===== src/rtl/mem_fill_ctrl.sv =====
// mem_fill_ctrl: streams cfg_words words per tile from a 1-cycle-latency SRAM into the
// compute input buffer, and runs the PREP/WAIT/COMP handshake with the compute-side FSM.
module mem_fill_ctrl #(
  parameter int ADDR_W = 10,
  parameter int DATA_W = 16,
  parameter int CNT_W  = 8,
  parameter int TILE_W = 8
) (
  input  logic              clk,
  input  logic              rst_n,
  input  logic              start,
  input  logic              clear,
  input  logic [ADDR_W-1:0] cfg_base,
  input  logic [CNT_W-1:0]  cfg_words,
  input  logic [TILE_W-1:0] cfg_tiles,
  output logic              rd_en,
  output logic [ADDR_W-1:0] rd_addr,
  input  logic [DATA_W-1:0] rd_data,
  output logic              buf_wr_en,
  output logic [CNT_W-1:0]  buf_wr_addr,
  output logic [DATA_W-1:0] buf_wr_data,
  output logic              prep_done,
  output logic              tile_ready,
  input  logic              comp_done,
  output logic              busy,
  output logic              all_done
);

  localparam logic [2:0] S_IDLE  = 3'd0;
  localparam logic [2:0] S_PREP  = 3'd1;
  localparam logic [2:0] S_FILL  = 3'd2;
  localparam logic [2:0] S_DRAIN = 3'd3;
  localparam logic [2:0] S_HAND  = 3'd4;
  localparam logic [2:0] S_DONE  = 3'd5;

  logic [2:0]        r_state;
  logic [ADDR_W-1:0] r_base;
  logic [CNT_W-1:0]  r_words;
  logic [TILE_W-1:0] r_tiles;
  logic [TILE_W-1:0] r_tile_idx;
  logic [CNT_W-1:0]  r_word_idx;
  logic              r_rd_en;
  logic [ADDR_W-1:0] r_rd_addr;
  logic              r_buf_wr_en;
  logic [CNT_W-1:0]  r_buf_wr_addr;
  logic              r_prep_done;
  logic              r_tile_ready;
  logic              r_all_done;
  logic              r_busy;

  logic w_last_word;
  logic w_last_tile;
  logic w_cfg_empty;

  assign w_last_word = (r_word_idx == (r_words - CNT_W'(1)));
  assign w_last_tile = (r_tile_idx == (r_tiles - TILE_W'(1)));
  assign w_cfg_empty = (cfg_words == '0) || (cfg_tiles == '0);

  always_ff @(posedge clk or negedge rst_n) begin
    if (!rst_n) begin
      r_state       <= S_IDLE;
      r_base        <= '0;
      r_words       <= '0;
      r_tiles       <= '0;
      r_tile_idx    <= '0;
      r_word_idx    <= '0;
      r_rd_en       <= 1'b0;
      r_rd_addr     <= '0;
      r_buf_wr_en   <= 1'b0;
      r_buf_wr_addr <= '0;
      r_prep_done   <= 1'b0;
      r_tile_ready  <= 1'b0;
      r_all_done    <= 1'b0;
      r_busy        <= 1'b0;
    end else begin
      r_prep_done   <= 1'b0;
      r_tile_ready  <= 1'b0;
      r_all_done    <= 1'b0;
      // The buffer write trails the SRAM read by exactly its 1-cycle latency.
      r_buf_wr_en   <= r_rd_en;
      r_buf_wr_addr <= r_word_idx;
      if (clear) begin
        r_state     <= S_IDLE;
        r_rd_en     <= 1'b0;
        r_buf_wr_en <= 1'b0;
        r_busy      <= 1'b0;
        r_word_idx  <= '0;
        r_tile_idx  <= '0;
      end else begin
        case (r_state)
          S_IDLE: begin
            if (start) begin
              r_base  <= cfg_base;
              r_words <= cfg_words;
              r_tiles <= cfg_tiles;
              r_busy  <= 1'b1;
              if (w_cfg_empty) begin
                r_state    <= S_DONE;
                r_all_done <= 1'b1;
              end else begin
                r_state     <= S_PREP;
                r_prep_done <= 1'b1;
              end
            end
          end
          S_PREP: begin
            r_state    <= S_FILL;
            r_rd_en    <= 1'b1;
            r_rd_addr  <= r_base;
            r_word_idx <= '0;
            r_tile_idx <= '0;
          end
          S_FILL: begin
            // Pointer advances on every read so the next tile continues where this one ended.
            r_rd_addr <= r_rd_addr + ADDR_W'(1);
            if (w_last_word) begin
              r_state <= S_DRAIN;
              r_rd_en <= 1'b0;
            end else begin
              r_word_idx <= r_word_idx + CNT_W'(1);
            end
          end
          S_DRAIN: begin
            r_state      <= S_HAND;
            r_tile_ready <= 1'b1;
          end
          S_HAND: begin
            if (comp_done) begin
              if (w_last_tile) begin
                r_state    <= S_DONE;
                r_all_done <= 1'b1;
              end else begin
                r_state    <= S_FILL;
                r_tile_idx <= r_tile_idx + TILE_W'(1);
                r_word_idx <= '0;
                r_rd_en    <= 1'b1;
              end
            end
          end
          S_DONE: begin
            r_state <= S_IDLE;
            r_busy  <= 1'b0;
          end
          default: begin
            r_state <= S_IDLE;
            r_rd_en <= 1'b0;
            r_busy  <= 1'b0;
          end
        endcase
      end
    end
  end

  assign rd_en       = r_rd_en;
  assign rd_addr     = r_rd_addr;
  assign buf_wr_en   = r_buf_wr_en;
  assign buf_wr_addr = r_buf_wr_addr;
  // SRAM output is already registered; gated so the port stays quiet outside write cycles.
  assign buf_wr_data = r_buf_wr_en ? rd_data : '0;
  assign prep_done   = r_prep_done;
  assign tile_ready  = r_tile_ready;
  assign all_done    = r_all_done;
  assign busy        = r_busy;

endmodule


===== config.mk =====
export PLATFORM = sky130hd
export DESIGN_NAME = mem_fill_ctrl
export DESIGN_NICKNAME = d
export VERILOG_FILES = /design/src/rtl/mem_fill_ctrl.sv
export SDC_FILE = /design/constraint.sdc
export NUM_CORES = 1
export LEC_CHECK = 0
export BUFFER_PORTS_ARGS = -buffer_cell sky130_fd_sc_hd__buf_2
export CORE_UTILIZATION = 35
export CTS_CLUSTER_DIAMETER = 60
export DETAILED_ROUTE_END_ITERATION = 8
export HOLD_SLACK_MARGIN = 0.12
export PLACE_DENSITY = 0.69
export SKIP_LAST_GASP = 1
export SYNTH_ARGS = -nofsm -noshare
export SYNTH_HDL_FRONTEND = slang
export SYNTH_SLANG_ARGS = --single-unit

===== constraint.sdc =====
create_clock -name clk -period 2.5 [get_ports clk]
set_clock_uncertainty 0.05 [all_clocks]
set_input_delay 0 -clock clk [delete_from_list [all_inputs] [get_ports clk]]
set_output_delay 0 -clock clk [all_outputs]
set_load 0.03 [all_outputs]

==> results of run 1 <==
## power groups by stage
stage	sequential, mW	clock, mW	combinational [mW]
floorplan	1.76	0	0.749
CTS	1.58	0.820	1.45
global route	1.63	0.869	1.60
global placement	1.59	0	1.36
finish	1.59	0.795	1.48
detailed placement	1.60	0	1.40
## worst register-to-register path: cells and delay by family (launching register included)
family	cells	cell delay [ps]
DFF	1	420
muxes	1	310
AOI/OAI and AO/OA	5	1060
and+or+nand+nor	2	630
## per-stage QoR
step,instances,worst slack [ps],util
2_1_floorplan,375,-49.3,-
3_3_place_gp,611,8.35,0.438
3_5_place_dp,611,-59.8,0.438
4_1_cts,656,-75.3,0.485
5_1_grt,657,-114,0.489
6_report,657,-63.8,0.489
## cells by family after synthesis
family,after synthesis,share of synthesized area
compound gates,76,0.141
buf+inv,29,0.0302
simple gates,141,0.200
flops,69,0.463
fa+ha+maj,5,0.0168
mux,30,0.0898
xor+xnor,25,0.0587
## worst min path at each step
stage	start	endpoint	cells after the start
CTS	rst_n	rd_en	2
finish	rst_n	rd_addr[9]	2
global route	rst_n	rd_addr[9]	2
detailed placement	rst_n	rd_addr[9]	1
floorplan	rst_n	all_done	0
global placement	rst_n	rd_addr[9]	1
## cell type report
class                           instances  area share
Tap cell                              136      0.0337
Clock buffer                           12      0.0307
Multi-Input combinational cell        277       0.386
Clock inverter                          2     0.00198
Timing Repair Buffer                  146       0.194
Inverter                               15      0.0112
Sequential cell                        69       0.342
## registers in the layout, summed over array words and instances, names as in the netlist
register and count:
all_done 1, r_words 8, prep_done 1, rd_en 1
r_tiles 8, tile_ready 1, buf_wr_en 1, r_word_idx 8
busy 1, buf_wr_addr 8, rd_addr 10, r_tile_idx 8
r_state 3, r_base 10
## layer usage
layer  up-vias  routed length (µm)
met5         -                   0
met4         0                 169
met3        12                 334
met2        71                4610
met1      1588                3950
li1       1619                   -
## repair_timing
| item | in CTS | in global routing |
|---|---|---|
| pin swaps | 3 | 0 |
| hold buffers | 30 | 0 |
| endpoints found under the hold margin | 72 | 0 |
| gates cloned | 0 | 0 |
| setup buffers | 1 | 1 |
| setup endpoints to repair | 5 | 17 |
| resized for setup | 2 | 10 |
## cell usage in the layout, fill, tap and decap left out, types with 12 or more instances in the layout
master,count
sky130_fd_sc_hd__a21oi_1,27
sky130_fd_sc_hd__and2_1,18
sky130_fd_sc_hd__buf_2,86
sky130_fd_sc_hd__buf_4,28
sky130_fd_sc_hd__dfrtp_1,69
sky130_fd_sc_hd__dlygate4sd3_1,30
sky130_fd_sc_hd__inv_1,13
sky130_fd_sc_hd__mux2_2,26
sky130_fd_sc_hd__nand2_1,23
sky130_fd_sc_hd__nand2b_1,12
sky130_fd_sc_hd__nor2_1,32
sky130_fd_sc_hd__o21ai_0,15
sky130_fd_sc_hd__xnor2_1,13
==> results by group, run 1 <==
Final layout
  – Layout overhead on the synthesized area: 35.2%
  – Area of combinational cells with multiple inputs: 0.00195 mm²
  – Fraction of final layout cells with drive strength greater than 1: 0.336
  – Fill cell count: 928
  – Design Area, Final: 0.00505 mm²
  – # nets final: 570
  – Diode count: 0
  – Sequential cell area in the final layout: 0.00173 mm²

Timing
  – Pins over their slew limit: 0
  – Post-layout min period: 2560 ps
  – Maximum achievable frequency: 0.390 GHz
  – Final setup fails: 3
  – Hold_ws: 225 ps
  – Portion of the clock cycle consumed by the worst path in the final layout: 1.03
  – Total Negative Setup Slacks: -142 ps
  – Final hold violations: 0
  – Worst Tran Pin Value: 790 ps
  – RSZ-0062 raised after global routing: true
  – Worst slew margin relative to its limit: 0.473
  – Least setup slack across all paths after layout: -63.8 ps

Logic synthesis
  – Synthesis Warnings: 0
  – Most frequent cells after synthesis: sky130_fd_sc_hd__dfrtp_1 (69), sky130_fd_sc_hd__nor2_1 (32), sky130_fd_sc_hd__a21oi_1 (28), sky130_fd_sc_hd__mux2_2 (27), sky130_fd_sc_hd__nand2_1 (23)
  – Post-Synthesis Cells: 375
  – Distinct cell type count of the synthesized netlist: 51
  – Fraction of the yosys area taken by sequential cells: 0.463
  – Leading post-synthesis cells by cell area: sky130_fd_sc_hd__dfrtp_1 (46%), sky130_fd_sc_hd__mux2_2 (8.1%), sky130_fd_sc_hd__a21oi_1 (3.8%), sky130_fd_sc_hd__nor2_1 (3.2%), sky130_fd_sc_hd__xnor2_1 (3.1%)
  – Count of flip-flops with a built-in enable after synthesis: 0
  – Commonest register cell after synthesis: sky130_fd_sc_hd__dfrtp_1
  – Share of the synthesized area in the top cell type: 0.463
  – Average cell area after synthesis: 9.95 µm²
  – Cell with the most instances after synthesis: sky130_fd_sc_hd__dfrtp_1
  – Yosys top cell by area: sky130_fd_sc_hd__dfrtp_1
  – Count of state elements after synthesis: 69
  – Async set or reset register ratio after synthesis: 1.00
  – Post-Synthesis Cell Area: 0.00373 mm²
  – Syn nets: 427

Job
  – Number of max-capacitance violations reported: 0

Status
  – Run status: complete, but fails checks
  – Violations in the final reports: negative setup slack

Critical path
  – Worst-case reg-to-reg path depth: 8
  – Arrival time reported for the critical path endpoint: 2740 ps
  – Required time worst endpoint: 2680 ps
  – Kind of critical path: reg2reg
  – Crit path largest cell delay: 420 ps
  – Startpoint class of the critical path: flop
  – Worst setup path start: r_tiles[5]
  – Setup slack, reg-to-reg: -60 ps
  – Ordered list of cells on the worst path: nor4_4, a211oi_2, a311o_1, o2111ai_4, a21o_4, a21boi_4, and4_1, mux2_4
  – Maximum fanout along the worst path: 4
  – Worst r2r src: r_tiles[5]
  – Crit path buffers/inverters: 0
  – Critical path endpoint category: flop
  – WP depth: 8
  – Crit Reg-Reg Endpoint: r_word_idx[7]
  – Worst setup endpoint: r_word_idx[7]
  – Slowest cell on the critical path: sky130_fd_sc_hd__dfrtp_1
  – Kind of cell with the highest combined delay on the critical path: compound AO/OA/AOI/OAI gates

Power
  – Clock network fraction of design power: 0.206
  – P_sw: 1.43 mW
  – Pint: 2.43 mW
  – Net switching share of the total power: 0.371
  – Worst vdd ir: 0.361 mV
  – Power Total: 3.86 mW
  – Static power due to leakage: 2.35 nW
  – Part of the total power dissipated in sequential elements: 0.412
  – Comb pwr share: 0.382
  – Pwr/cell area: 765 mW/mm²

Die
  – Die span in y: 105 µm
  – Std-Cell Core Area: 0.0103 mm²
  – Chip Width: 105 µm
  – Effective utilization at floorplan: 0.362
  – Num rows: 37
  – Die outline area: 0.0111 mm²
  – I/O pin cnt: 87

Global route
  – Grt met3 use: 0.0340
  – Largest net degree at the start of global routing: 36
  – Number of global-route vias before repair: 3213
  – First-pass GRT wire length: 15.0 mm
  – Grt met1 use: 0.204
  – GRT Max-Usage Layer: met2
  – Initial antenna violation count: 0
  – Global route overflow: 0
  – Met2 global-route usage: 0.292
  – All-Layer GR Usage: 0.169

Drt
  – Drt initial violations: 209
  – Total number of vias: 3290
  – Antenna viol nets, final: 0
  – 1st-pass router iterations: 4
  – DRC viols: 0
  – Average routed wire per standard cell: 13.8 µm
  – DR vias/cell: 5.01
  – Total Routed Length: 9.06 mm

Clock tree
  – CTS clock-pin slew for the worst setup and hold paths: 70 ps
  – Clock tree buffer depth: 2
  – CTS HTree Levels: 3
  – Sinks on Clock Net: 69
  – CTS Buf Count: 9
  – Clock tree from TritonCTS: done
  – Clock root cell: sky130_fd_sc_hd__clkbuf_8
  – Worst-skew pair later-pin latency: 340 ps

Placement
  – Post-DP HPWL: 6.39 mm
  – Post-detailed-placement cell area: 0.00452 mm²
  – Port bufs: 86
  – Final weighted congestion in routability-driven placement: 0.829

Hold path
  – Hold Crit Class: in2async
Note: power is estimated with default switching activity, not from simulation.
==> run 2, diff against run 1 <==
- SETUP_SLACK_MARGIN: unset -> 0.5
==> run 2 against run 1 <==
  * The run still ends with negative setup slack left
  * Total power grew 11%
  * Critical path depth is the same
  * Critical path type unchanged
  * Highest routed layer unchanged
  * Utilization grew 1.4 points
  * Final cell count grew 0.30%
  * Sequential share of layout area shrank 0.88 points
  * Final area grew 2.8%
  * Sequential power is essentially flat
  * Setup slack gained 44 ps
==> results by group, run 2 (synthesis gave the netlist of run 1 again) <==
Power
  – Comb pwr share: 0.348
  – Worst vdd ir: 0.352 mV
  – Pint: 2.80 mW
  – Pwr/cell area: 826 mW/mm²
  – Net switching share of the total power: 0.348
  – Static power due to leakage: 2.38 nW
  – Part of the total power dissipated in sequential elements: 0.373
  – P_sw: 1.49 mW
  – Clock network fraction of design power: 0.280

Clock tree
  – Worst-skew pair later-pin latency: 350 ps
  – CTS clock-pin slew for the worst setup and hold paths: 80 ps
  – Clock tree from TritonCTS: done
  – CTS HTree Levels: 3
  – Clock tree buffer depth: 2
  – CTS Buf Count: 9
  – Clock root cell: sky130_fd_sc_hd__clkbuf_8
  – Sinks on Clock Net: 69

Drt
  – DR vias/cell: 5.07
  – Antenna viol nets, final: 0
  – 1st-pass router iterations: 4
  – Drt initial violations: 132
  – Total number of vias: 3338
  – Average routed wire per standard cell: 13.7 µm
  – DRC viols: 0
  – Total Routed Length: 9.00 mm

Final layout
  – Fraction of final layout cells with drive strength greater than 1: 0.361
  – Fill cell count: 885
  – Post-route non-filler standard cell count: 659
  – Highest-count cells in the layout ignoring fill and taps: sky130_fd_sc_hd__buf_2 (86), sky130_fd_sc_hd__dfrtp_1 (67), sky130_fd_sc_hd__dlygate4sd3_1 (30)
  – # nets final: 570
  – Diode count: 0
  – Layout overhead on the synthesized area: 39.0%
  – Most frequent standard cell in the layout excluding fill and tap cells: sky130_fd_sc_hd__buf_2

Timing
  – Worst Tran Pin Value: 721 ps
  – Post-layout min period: 2520 ps
  – RSZ-0062 raised after global routing: true
  – Least setup slack across all paths after layout: -19.7 ps
  – Final setup fails: 2
  – Maximum achievable frequency: 0.397 GHz
  – Pins over their slew limit: 0
  – Worst slew margin relative to its limit: 0.520
  – Final hold violations: 0
  – Portion of the clock cycle consumed by the worst path in the final layout: 1.01
  – Total Negative Setup Slacks: -22.3 ps

Critical path
  – Setup slack, reg-to-reg: -20 ps
  – Arrival time reported for the critical path endpoint: 2710 ps
  – Required time worst endpoint: 2690 ps
  – Kind of critical path: reg2reg
  – Critical path endpoint category: flop
  – Maximum fanout along the worst path: 4
  – Crit Reg-Reg Endpoint: r_word_idx[7]
  – Worst-case reg-to-reg path depth: 8
  – Startpoint class of the critical path: flop
  – Worst r2r src: r_tiles[5]

Die
  – I/O pin cnt: 87
  – Chip Width: 105 µm
  – Effective utilization at floorplan: 0.362
  – Std-Cell Core Area: 0.0103 mm²
  – Num rows: 37
  – Die outline area: 0.0111 mm²
  – Die span in y: 105 µm

Global route
  – All-Layer GR Usage: 0.170
  – Largest net degree at the start of global routing: 40
  – Global route overflow: 0
  – First-pass GRT wire length: 15.1 mm
  – Number of global-route vias before repair: 3315
  – Initial antenna violation count: 0

Status
  – Violations in the final reports: negative setup slack
  – Run status: complete, but fails checks

Placement
  – Number of cells after detailed placement: 609
  – Final weighted congestion in routability-driven placement: 0.822
  – Post-DP HPWL: 6.29 mm
  – Port bufs: 86

Hold path
  – Hold Crit Class: in2async

Job
  – Number of max-capacitance violations reported: 0
run 2: changes by cell type in the layout (fill, tap and decap cells not counted), sizes merged:
cell      change
bufinv        +4
clkbuf        -2
clkinv        -2
clkinvlp      +2
run 2: worst max-delay path, cell delays in order (launching register included):
cell                        delay (ps)
sky130_fd_sc_hd__dfrtp_1           410
sky130_fd_sc_hd__nor4_4            350
sky130_fd_sc_hd__a211oi_2          120
sky130_fd_sc_hd__a311o_1           360
sky130_fd_sc_hd__o2111ai_4         230
sky130_fd_sc_hd__a21o_4            160
sky130_fd_sc_hd__a21boi_4          200
sky130_fd_sc_hd__and4_1            210
sky130_fd_sc_hd__mux2_1            310
run 2: area by class of cell:
class	instances	area [µm²]	share of cell area
Inverter	15	56.3	0.0109
Timing Repair Buffer	146	985	0.190
Clock buffer	10	128	0.0246
Sequential cell	69	1730	0.333
Multi-Input combinational cell	277	1990	0.383
Tap cell	136	170	0.0328
Clock inverter	6	135	0.0260
run 2: through the flow:
| stage | instance area [µm²] | total power, mW | setup WS [ps] | hold slack, ps | util |
|---|---|---|---|---|---|
| 2_1_floorplan | 3750 | 2.51 | -49.3 | -346 | - |
| 6_report | 5190 | 4.29 | -19.7 | 186 | 0.503 |
| 3_5_place_dp | 4510 | 2.99 | -70.6 | 53.2 | 0.437 |
| 5_1_grt | 5190 | 4.52 | -98.8 | 195 | 0.503 |
| 4_1_cts | 5110 | 4.24 | -25.2 | 192 | 0.495 |
| 3_3_place_gp | 4510 | 2.94 | 2.05 | 49.5 | 0.437 |
run 2: worst max path at each step:
stage	from	endpoint	slack, ps	cells after the start
after floorplan	r_tiles[0]	r_word_idx[7]	-50	10
after global placement	r_tiles[5]	r_word_idx[7]	2	8
after detailed placement	r_tiles[0]	r_word_idx[7]	-70	10
after CTS	r_tiles[0]	r_word_idx[7]	-30	10
after global routing	r_tiles[5]	r_word_idx[4]	-100	9
final	r_tiles[5]	r_word_idx[7]	-20	8
run 2: per-layer routing:
layer  global-route usage  wire, µm  vias up
met5                    0         0        -
met4               0.0895       241        0
met3               0.0303       393       20
met2                0.298      4470       89
met1                0.197      3890     1605
li1                     -         -     1624
run 2: power by group through the flow:
stage               sequential (mW)  clock, mW  combinational (mW)
global route                   1.64       1.26                1.63
floorplan                      1.76          0               0.751
global placement               1.60          0                1.33
detailed placement             1.61          0                1.38
CTS                            1.59       1.22                1.43
finish                         1.60       1.20                1.49
run 2: timing repair:
item                                    CTS  global route
hold buffers                             30             0
resized for setup                         6            17
buffers inserted                          1             3
pin swaps                                 1             1
hold endpoints to repair                 68             0
endpoints found under the setup margin   21            24
==> run 3, diff against run 2 <==
- HOLD_SLACK_MARGIN: 0.12 -> unset
- PLACE_DENSITY: 0.69 -> 0.67
==> run 3 against run 2 <==
  * The flow still finishes with violations (negative setup slack)
  * Final area is 3.3% higher
  * Sequential share of layout area is 1.0 points lower
  * First-iteration DRC count is 0.76% lower
  * Critical path type unchanged
  * Utilization is 1.6 points higher
  * Final cell count is 1.7% higher
  * Count of clock-buffer cells in the layout is 6 higher
  * Largest cell class unchanged
==> results by group, run 3 (synthesis gave the netlist of run 1 again) <==
Global route
  – Number of global-route vias before repair: 3385
  – Global route overflow: 0
  – Initial antenna violation count: 0
  – First-pass GRT wire length: 15.7 mm
  – All-Layer GR Usage: 0.177
  – Largest net degree at the start of global routing: 36

Die
  – Num rows: 37
  – Die outline area: 0.0111 mm²
  – Chip Width: 105 µm
  – Std-Cell Core Area: 0.0103 mm²
  – I/O pin cnt: 87
  – Die span in y: 105 µm
  – Effective utilization at floorplan: 0.362

Hold path
  – Worst Min Path Start: start
  – Hold Path Sink: all_done
  – Hold Crit Class: in2reg
  – Number of cells on the worst hold path: 4

Drt
  – DRC viols: 0
  – DR vias/cell: 5.08
  – Average routed wire per standard cell: 14.2 µm
  – Total Routed Length: 9.50 mm
  – Antenna viol nets, final: 0
  – Drt initial violations: 131
  – 1st-pass router iterations: 4
  – Total number of vias: 3404

Power
  – Worst vdd ir: 0.340 mV
  – Part of the total power dissipated in sequential elements: 0.395
  – Clock network fraction of design power: 0.214
  – P_sw: 1.51 mW
  – Pwr/cell area: 761 mW/mm²
  – Pint: 2.57 mW
  – Net switching share of the total power: 0.370
  – Comb pwr share: 0.390
  – Static power due to leakage: 2.46 nW

Timing
  – Hold_ws: 78.1 ps
  – Total Negative Setup Slacks: -216 ps
  – Final hold violations: 0
  – Final setup fails: 3
  – Post-layout min period: 2600 ps
  – RSZ-0062 raised after global routing: true
  – Portion of the clock cycle consumed by the worst path in the final layout: 1.04
  – Worst slew margin relative to its limit: 0.454
  – Pins over their slew limit: 0
  – Worst Tran Pin Value: 818 ps
  – Maximum achievable frequency: 0.384 GHz
  – Least setup slack across all paths after layout: -103 ps

Final layout
  – Design Area, Final: 0.00536 mm²
  – # nets final: 581
  – Most frequent standard cell in the layout excluding fill and tap cells: sky130_fd_sc_hd__buf_2
  – Diode count: 0
  – Highest-count cells in the layout ignoring fill and taps: sky130_fd_sc_hd__buf_2 (86), sky130_fd_sc_hd__dfrtp_1 (66), sky130_fd_sc_hd__buf_4 (30)
  – Layout overhead on the synthesized area: 43.6%
  – Fraction of final layout cells with drive strength greater than 1: 0.395

Critical path
  – Crit Reg-Reg Endpoint: r_word_idx[7]
  – Required time worst endpoint: 2680 ps
  – Worst r2r src: r_tiles[5]
  – Worst-case reg-to-reg path depth: 9
  – Critical path endpoint category: flop
  – Maximum fanout along the worst path: 4
  – Setup slack, reg-to-reg: -100 ps
  – Arrival time reported for the critical path endpoint: 2780 ps
  – Kind of critical path: reg2reg
  – Startpoint class of the critical path: flop

Job
  – Number of max-capacitance violations reported: 0

Clock tree
  – Clock tree buffer depth: 2
  – CTS Buf Count: 9
  – Sinks on Clock Net: 69
  – CTS clock-pin slew for the worst setup and hold paths: 70 ps
  – Clock root cell: sky130_fd_sc_hd__clkbuf_8
  – CTS HTree Levels: 3
  – Clock tree from TritonCTS: done
  – Worst-skew pair later-pin latency: 350 ps

Status
  – Violations in the final reports: negative setup slack
  – Run status: complete, but fails checks

Placement
  – Post-detailed-placement cell area: 0.00450 mm²
  – Port bufs: 86
  – Worst Setup Slack post-DPL: -62.6 ps
  – Final weighted congestion in routability-driven placement: 0.831
  – Post-DP HPWL: 6.25 mm
run 3: cell count changes in the layout (fill, tap and decap cells not counted), sizes merged:
cell,before,now
buf,116,128
clkbuf,10,16
bufinv,4,0
clkinvlp,2,0
dlygate4sd3,30,29
run 3: power groups by stage:
stage / clock network (mW) / logic, mW / registers (mW)
floorplan: 0 / 0.751 / 1.76
global placement: 0 / 1.32 / 1.60
detailed placement: 0 / 1.36 / 1.61
CTS: 0.896 / 1.48 / 1.60
finish: 0.875 / 1.59 / 1.61
global route: 0.948 / 1.74 / 1.64
run 3: area by class of cell:
class,instances,area [µm²]
sequential,69,1730
fill,894,4960
inverter,15,56.3
tap,136,170
multi-input combinational,277,2110
timing repair buffer,157,1100
clock buffer,16,190
run 3: per-layer routing:
metal	part of all wire	GRT usage
met5	0	0
met4	0.025	0.0946
met3	0.038	0.0346
met2	0.50	0.305
met1	0.43	0.208
run 3: worst max-delay path by stage:
| stage | from | to |
|---|---|---|
| 3_5_place_dp | r_tiles[5] | r_word_idx[7] |
| 3_3_place_gp | r_tiles[5] | r_word_idx[7] |
| 2_1_floorplan | r_tiles[0] | r_word_idx[7] |
| 5_1_grt | r_tiles[5] | r_word_idx[4] |
| 6_report | r_tiles[5] | r_word_idx[7] |
| 4_1_cts | r_tiles[2] | r_word_idx[7] |
run 3: stage by stage:
| stage | std cells | utilization | power (mW) |
|---|---|---|---|
| floorplan | 375 | - | 2.51 |
| global placement | 607 | 0.436 | 2.93 |
| detailed placement | 607 | 0.436 | 2.97 |
| CTS | 661 | 0.497 | 3.97 |
| global route | 670 | 0.519 | 4.32 |
| finish | 670 | 0.519 | 4.08 |
run 3: what timing repair did:
action | in CTS | in global routing
endpoints found under the setup margin | 21 | 24
gates resized for setup | 23 | 34
pin swaps | 6 | 21
endpoints found under the hold margin | 62 | 0
setup buffers | 9 | 9
hold buffers | 29 | 0
run 3: worst max-delay path, cell delays in order, from the launching register on:
cell                        delay (ps)
sky130_fd_sc_hd__dfrtp_1           410
sky130_fd_sc_hd__nor4_4            290
sky130_fd_sc_hd__buf_4             180
sky130_fd_sc_hd__a2111oi_4          60
sky130_fd_sc_hd__a311o_1           360
sky130_fd_sc_hd__o2111ai_4         230
sky130_fd_sc_hd__a21o_4            170
sky130_fd_sc_hd__a21boi_4          200
sky130_fd_sc_hd__and4_1            230
sky130_fd_sc_hd__mux2_4            300
